[config.mk]
export PLATFORM = sky130hd
export DESIGN_NAME = seq_divider_flat
export DESIGN_NICKNAME = d
export VERILOG_FILES = /design/src/rtl/seq_divider_pkg.sv /design/src/rtl/seq_divider_if.sv /design/src/rtl/seq_divider_datapath.sv /design/src/rtl/seq_divider.sv /design/src/flat_wrapper.sv
export SDC_FILE = /design/constraint.sdc
export NUM_CORES = 1
export LEC_CHECK = 0
export CORE_MARGIN = 2
export CORE_UTILIZATION = 50
export CTS_BUF_LIST = sky130_fd_sc_hd__clkbuf_4
export CTS_CLUSTER_SIZE = 8
export DETAILED_ROUTE_END_ITERATION = 8
export HOLD_SLACK_MARGIN = 0.05
export PLACE_DENSITY = 0.68
export SETUP_SLACK_MARGIN = 0.02
export SYNTH_ARGS = -nofsm -noshare
export SYNTH_HDL_FRONTEND = slang
export SYNTH_HIERARCHICAL = 1
export SYNTH_SLANG_ARGS = --single-unit
[constraint.sdc]
create_clock -name clk -period 5.6 [get_ports clk]
set_input_delay 0.56 -clock clk [delete_from_list [all_inputs] [get_ports clk]]
set_output_delay 0.56 -clock clk [all_outputs]
set_load 0.01 [all_outputs]
[src/rtl/seq_divider_pkg.sv]
// Shared widths and controller state encoding for the sequential signed divider.
package seq_divider_pkg;

   localparam int DIVIDEND_W = 16;
   localparam int DIVISOR_W  = 8;
   localparam int ITER_N     = 16;
   localparam int CNT_W      = 5;
   localparam int REM_W      = DIVISOR_W + 1;

   typedef enum logic [2:0] {
      S_IDLE  = 3'd0,
      S_LDLO  = 3'd1,
      S_LDDV  = 3'd2,
      S_CALC  = 3'd3,
      S_DONEQ = 3'd4,
      S_DONER = 3'd5
   } state_t;

endpackage

[src/rtl/seq_divider_if.sv]
// Operator-facing bus: switch byte and go button in, display word and state code out.
interface seq_divider_if;
   import seq_divider_pkg::*;

   logic [DIVISOR_W-1:0]  sw;
   logic                  go;
   logic [DIVIDEND_W-1:0] display;
   logic [2:0]            state;

   modport master (output sw, go, input display, state);
   modport slave  (input sw, go, output display, state);

endinterface

[src/rtl/seq_divider_datapath.sv]
// Operand registers plus 16-step restoring divider on magnitudes; one quotient bit per step.
// Sign correction is folded into the last step so results are final when it retires.
module div_datapath
   import seq_divider_pkg::*;
(
   input  logic                  clk,
   input  logic                  rst,
   input  logic [DIVISOR_W-1:0]  i_sw,
   input  logic                  i_ld_hi,
   input  logic                  i_ld_lo,
   input  logic                  i_ld_dv,
   input  logic                  i_setup,
   input  logic                  i_iter,
   input  logic                  i_last,
   output logic [DIVIDEND_W-1:0] o_dividend,
   output logic [DIVIDEND_W-1:0] o_quot,
   output logic [REM_W-1:0]      o_rem
);

   logic [DIVIDEND_W-1:0] r_dividend;
   logic [DIVISOR_W-1:0]  r_divisor;
   logic [DIVISOR_W-1:0]  r_dmag;
   logic [DIVIDEND_W-1:0] r_q;
   logic [REM_W-1:0]      r_prem;
   logic [DIVIDEND_W-1:0] r_quot;
   logic [REM_W-1:0]      r_rem;

   logic [DIVIDEND_W-1:0] w_dvd_mag;
   logic [DIVISOR_W-1:0]  w_dvs_mag;
   logic [REM_W-1:0]      w_shift;
   logic [REM_W-1:0]      w_sub;
   logic                  w_fit;
   logic [DIVIDEND_W-1:0] w_q_next;
   logic [REM_W-1:0]      w_p_next;
   logic [DIVIDEND_W-1:0] w_q_final;
   logic [REM_W-1:0]      w_r_final;
   logic                  w_div_zero;

   // |-32768| = 32768 still fits 16 unsigned bits, so -32768/-1 wraps to 0x8000 naturally
   assign w_dvd_mag = r_dividend[DIVIDEND_W-1] ? (~r_dividend + 16'd1) : r_dividend;
   assign w_dvs_mag = r_divisor[DIVISOR_W-1]   ? (~r_divisor + 8'd1)   : r_divisor;

   assign w_shift  = (r_prem << 1) | {{(REM_W-1){1'b0}}, r_q[DIVIDEND_W-1]};
   assign w_fit    = (w_shift >= {1'b0, r_dmag});
   assign w_sub    = w_shift - {1'b0, r_dmag};
   assign w_p_next = w_fit ? w_sub : w_shift;
   assign w_q_next = {r_q[DIVIDEND_W-2:0], w_fit};

   assign w_div_zero = (r_divisor == '0);
   assign w_q_final  = (r_dividend[DIVIDEND_W-1] ^ r_divisor[DIVISOR_W-1]) ?
                       (~w_q_next + 16'd1) : w_q_next;
   assign w_r_final  = r_dividend[DIVIDEND_W-1] ? (~w_p_next + 9'd1) : w_p_next;

   always_ff @(posedge clk) begin
      if (rst) begin
         r_dividend <= '0;
         r_divisor  <= '0;
         r_dmag     <= '0;
         r_q        <= '0;
         r_prem     <= '0;
         r_quot     <= '0;
         r_rem      <= '0;
      end else begin
         if (i_ld_hi) r_dividend[DIVIDEND_W-1:DIVISOR_W] <= i_sw;
         if (i_ld_lo) r_dividend[DIVISOR_W-1:0]          <= i_sw;
         if (i_ld_dv) r_divisor                          <= i_sw;
         if (i_setup) begin
            r_q    <= w_dvd_mag;
            r_dmag <= w_dvs_mag;
            r_prem <= '0;
         end
         if (i_iter) begin
            r_q    <= w_q_next;
            r_prem <= w_p_next;
         end
         if (i_last) begin
            r_quot <= w_div_zero ? '1 : w_q_final;
            r_rem  <= w_div_zero ? '1 : w_r_final;
         end
      end
   end

   assign o_dividend = r_dividend;
   assign o_quot     = r_quot;
   assign o_rem      = r_rem;

endmodule

[src/rtl/seq_divider.sv]
// Button-stepped controller for a signed 16/8 divider: load hi, load lo, load divisor, 17-cycle CALC, show Q then R.
// go acts on its rising edge only; edges while calculating are dropped.
module seq_divider
   import seq_divider_pkg::*;
(
   input  logic         clk,
   input  logic         rst,
   seq_divider_if.slave bus
);

   state_t r_state, w_state_nxt;
   logic   r_go_q, r_go_armed;
   logic   [CNT_W-1:0] r_cnt;

   logic   w_go_edge;
   logic   w_ld_hi, w_ld_lo, w_ld_dv, w_setup, w_iter, w_last;
   logic   [DIVIDEND_W-1:0] w_dividend, w_quot, w_display;
   logic   [REM_W-1:0]      w_rem;

   // armed only once go has been seen low after reset, so a go held through reset never counts
   assign w_go_edge = bus.go & ~r_go_q & r_go_armed;

   always_ff @(posedge clk) begin
      if (rst) begin
         r_state    <= S_IDLE;
         r_go_q     <= 1'b0;
         r_go_armed <= 1'b0;
         r_cnt      <= '0;
      end else begin
         r_state    <= w_state_nxt;
         r_go_q     <= bus.go;
         r_go_armed <= r_go_armed | ~bus.go;
         r_cnt      <= (r_state == S_CALC) ? r_cnt + 5'd1 : '0;
      end
   end

   always_comb begin
      w_state_nxt = r_state;
      w_ld_hi     = 1'b0;
      w_ld_lo     = 1'b0;
      w_ld_dv     = 1'b0;
      w_setup     = 1'b0;
      w_iter      = 1'b0;
      w_last      = 1'b0;
      case (r_state)
         S_IDLE:  if (w_go_edge) begin w_state_nxt = S_LDLO; w_ld_hi = 1'b1; end
         S_LDLO:  if (w_go_edge) begin w_state_nxt = S_LDDV; w_ld_lo = 1'b1; end
         S_LDDV:  if (w_go_edge) begin w_state_nxt = S_CALC; w_ld_dv = 1'b1; end
         S_CALC: begin
            w_setup = (r_cnt == '0);
            w_iter  = (r_cnt != '0);
            if (r_cnt == CNT_W'(ITER_N)) begin
               w_last      = 1'b1;
               w_state_nxt = S_DONEQ;
            end
         end
         S_DONEQ: if (w_go_edge) w_state_nxt = S_DONER;
         S_DONER: if (w_go_edge) w_state_nxt = S_IDLE;
         default: w_state_nxt = S_IDLE;
      endcase
   end

   div_datapath u_dp (
      .clk        (clk),
      .rst        (rst),
      .i_sw       (bus.sw),
      .i_ld_hi    (w_ld_hi),
      .i_ld_lo    (w_ld_lo),
      .i_ld_dv    (w_ld_dv),
      .i_setup    (w_setup),
      .i_iter     (w_iter),
      .i_last     (w_last),
      .o_dividend (w_dividend),
      .o_quot     (w_quot),
      .o_rem      (w_rem)
   );

   always_comb begin
      w_display = '0;
      case (r_state)
         S_LDLO:  w_display = {w_dividend[DIVIDEND_W-1:DIVISOR_W], 8'h00};
         S_LDDV:  w_display = w_dividend;
         S_DONEQ: w_display = w_quot;
         S_DONER: w_display = {{(DIVIDEND_W-REM_W){w_rem[REM_W-1]}}, w_rem};
         default: w_display = '0;
      endcase
   end

   assign bus.display = w_display;
   assign bus.state   = r_state;

endmodule

[src/flat_wrapper.sv]
// flat-port wrapper written by rule: the top's interface ports become plain ports
module seq_divider_flat import seq_divider_pkg::*;
  (clk, rst, bus_sw, bus_go, bus_display, bus_state);
  seq_divider_if bus_i ();
  input  logic clk;
  input  logic rst;
  input wire logic [$bits(bus_i.sw)-1:0] bus_sw;
  input wire logic [$bits(bus_i.go)-1:0] bus_go;
  output wire logic [$bits(bus_i.display)-1:0] bus_display;
  output wire logic [$bits(bus_i.state)-1:0] bus_state;
  assign bus_i.sw = bus_sw;
  assign bus_i.go = bus_go;
  assign bus_display = bus_i.display;
  assign bus_state = bus_i.state;
  seq_divider u_core (.clk(clk), .rst(rst), .bus(bus_i));
endmodule
==> results.json <==
{
  "ys_seq_elements": 91,
  "drt_first_pass_iters": 6,
  "holdPathStages": 2,
  "peakVddDrop_mv": 0.1807,
  "dp_hpwl_um": 10310,
  "drive_gt1_share_pct": 6.987,
  "hold_violations": 0,
  "start_util_pct": 51.73,
  "cp-start-kind": "register",
  "max_slew_margin_pct": 30.63,
  "status": "finished clean",
  "synth_edf_count": 0,
  "netlist_area_um2": 5657,
  "slew_viol_final": 0,
  "ios": 30,
  "synthArstFlopShare_pct": 0,
  "syn_area_per_cell_um2": 8.246,
  "crit_required_ps": 5040,
  "rsz0062_at_grt": "no",
  "synth_top_cells_by_area": "dfxtp_1 32%, nor2_1 7.9%, mux2i_1 6.7%",
  "crit_path_end_kind": "output port",
  "min_period_ps": 3598,
  "maxCapViolCount": 0,
  "fin_crit_sh_pct": 64.24,
  "path_class": "register to output port",
  "r2r.worst_path.cells": 14,
  "clkLatencyLatePin_ps": 470,
  "synth_top_cell_by_area": "dfxtp_1",
  "layout_common_cells": "118 x nor2_1, 91 x dfxtp_1, 44 x a211oi_1",
  "gp_congestion": 0.8652,
  "p_leak_uw": 0.002043,
  "antenna_cells": 0,
  "ant_nets": 0,
  "register_area_um2": 1822,
  "drcViolationCount": 0,
  "post_cts_buffers": 0,
  "fill_cells": 1022,
  "die_h_um": 110.4,
  "synth_top_area_share_pct": 32.21,
  "finalSetupViolations": 0,
  "routed_wl_um": 14300,
  "grt_max_degree": 88,
  "die_w_um": 110.4,
  "ys.flop_type": "dfxtp_1",
  "finClkSkew_ps": 20.54,
  "yosys_warnings": 6,
  "cts_buffers": 9,
  "drt_iter0_markers": 421,
  "clock-sinks": 91,
  "htree_levels": 3,
  "wl_per_cell_um": 17.29,
  "vias_per_cell": 6.004,
  "max_freq_ghz": 0.2780,
  "num_vias": 4965,
  "dpl_cell_area_um2": 5881,
  "arrival_ps": 3040,
  "yosysUniqueCellTypes": 73,
  "cts_resized": 0,
  "power_density_nw_per_um2": 183.7,
  "clk_pin_slew_ps": 150,
  "worstHoldPathType": "register to register",
  "fp-row-count": 38,
  "grt_first_pass_wirelength_um": 22980,
  "synthCells": 686,
  "num-nets-final": 709,
  "grt_use_total_pct": 24.75,
  "fin_setup_tns_ps": 0,
  "syn-num-nets": 712,
  "final_common_cell": "nor2_1",
  "antenna_found_initial": 0,
  "portBuffers": 29,
  "first_global_vias": 4344,
  "area_growth_pct": 6.326,
  "holdBufCountCts": 0,
  "ys_seq_area_share_pct": 32.21,
  "crit_path_max_fanout": 18,
  "final_cell_area_um2": 6015,
  "tritoncts": "yes",
  "multiInputGateArea_um2": 3445,
  "holdWs_ps": 479.2,
  "grt-ovfl-total": 0,
  "cts_buffer_depth": 2,
  "core_um2": 10940,
  "fp.dieArea_um2": 12180,
  "tightest_slew_ps": 1037,
  "clockRootBuffer": "clkbuf_4"
}
## final cells by class
cell class	count	area share, %
clock inverters	4	0.8529
multi-input cells	518	57.27
flip-flops and latches	91	30.29
repair buffers	36	5.617
inverters	27	1.685
well taps	140	2.912
clock buffers	11	1.373
## kinds of logic (layout without fill, tap and decap cells)
kind of cell	Yosys count	in the layout	share of synthesized area, %
buffers and inverters	77	78	6.989
AO/OA/AOI/OAI	172	172	22.23
adder cells (fa/ha/maj)	15	15	3.451
multiplexers	40	40	7.122
flip-flops	91	91	32.21
XOR/XNOR	43	43	6.658
AND/OR/NAND/NOR	248	248	21.34
## per-layer routing
layer | track usage [%] | part of all wire [%] | vias up | wire length, µm
li1 | - | - | 2452 | -
met1 | 37.89 | 50 | 2340 | 7192
met2 | 35.71 | 42 | 162 | 6045
met3 | 3.762 | 6.4 | 11 | 922
met4 | 6.964 | 0.99 | 0 | 142
met5 | 0 | 0 | - | 0
## critical path, stage by stage, from the launching register on
cell	delay (ps)
dfxtp_1	840
nor2b_1	620
and2_1	380
o2bb2ai_1	160
clkdlybuf4s50_1	560
## sequential cells by signal, indices dropped and copies added (netlist names)
register	cells
u_core/r_go_armed	1
u_core/r_cnt	5
u_core/u_dp/r_dmag	8
u_core/u_dp/o_quot	16
u_core/u_dp/o_rem	9
u_core/bus.state	3
u_core/u_dp/r_divisor	8
u_core/u_dp/o_dividend	16
u_core/u_dp/r_q	16
u_core/u_dp/r_prem	8
u_core/r_go_q	1
## worst paths after layout
kind / from / slack (ps) / endpoint
min: u_core/r_go_armed / 480 / u_core/r_go_armed
max: u_core/bus.state[2] / 2000 / bus_display[1]
min reg2reg: u_core/r_go_armed / 480 / u_core/r_go_armed
max reg2reg: u_core/u_dp/r_dmag[6] / 2100 / u_core/u_dp/o_quot[14]
## report_power, final
group	total (µW)	switching, µW	internal (µW)
Clock	376	231	145
Sequential	662	9.78	652
Combinational	67.1	39.8	27.3
Total	1100	280	824
## stage by stage
step	utilization, %	power (µW)	cells	worst slack (ps)
detailed placement	53.78	742.3	812	2155
floorplan	-	719.7	686	2802
global placement	53.78	741.1	812	2301
CTS	55.00	1112	827	1990
finish	55.00	1105	827	2002
global route	55.00	1143	827	1775
## cell usage after synthesis, drive strengths merged, types with 6 or more instances
cell type and number:
nor2 119, dfxtp 91, a211oi 45, mux2i 38
clkbuf 36, a21oi 35, nand2 32, xor2 28
inv 27, o21ai 18, xnor2 15, buf 14
ha 14, nand3b 14, nor3 14, nand3 13
o211ai 10, o31ai 9, a22oi 8, o2bb2ai 8
or2 8, and3 7, nor2b 7, o21a 6
o41ai 6
No activity file was read; power rests on OpenSTA's default activity.
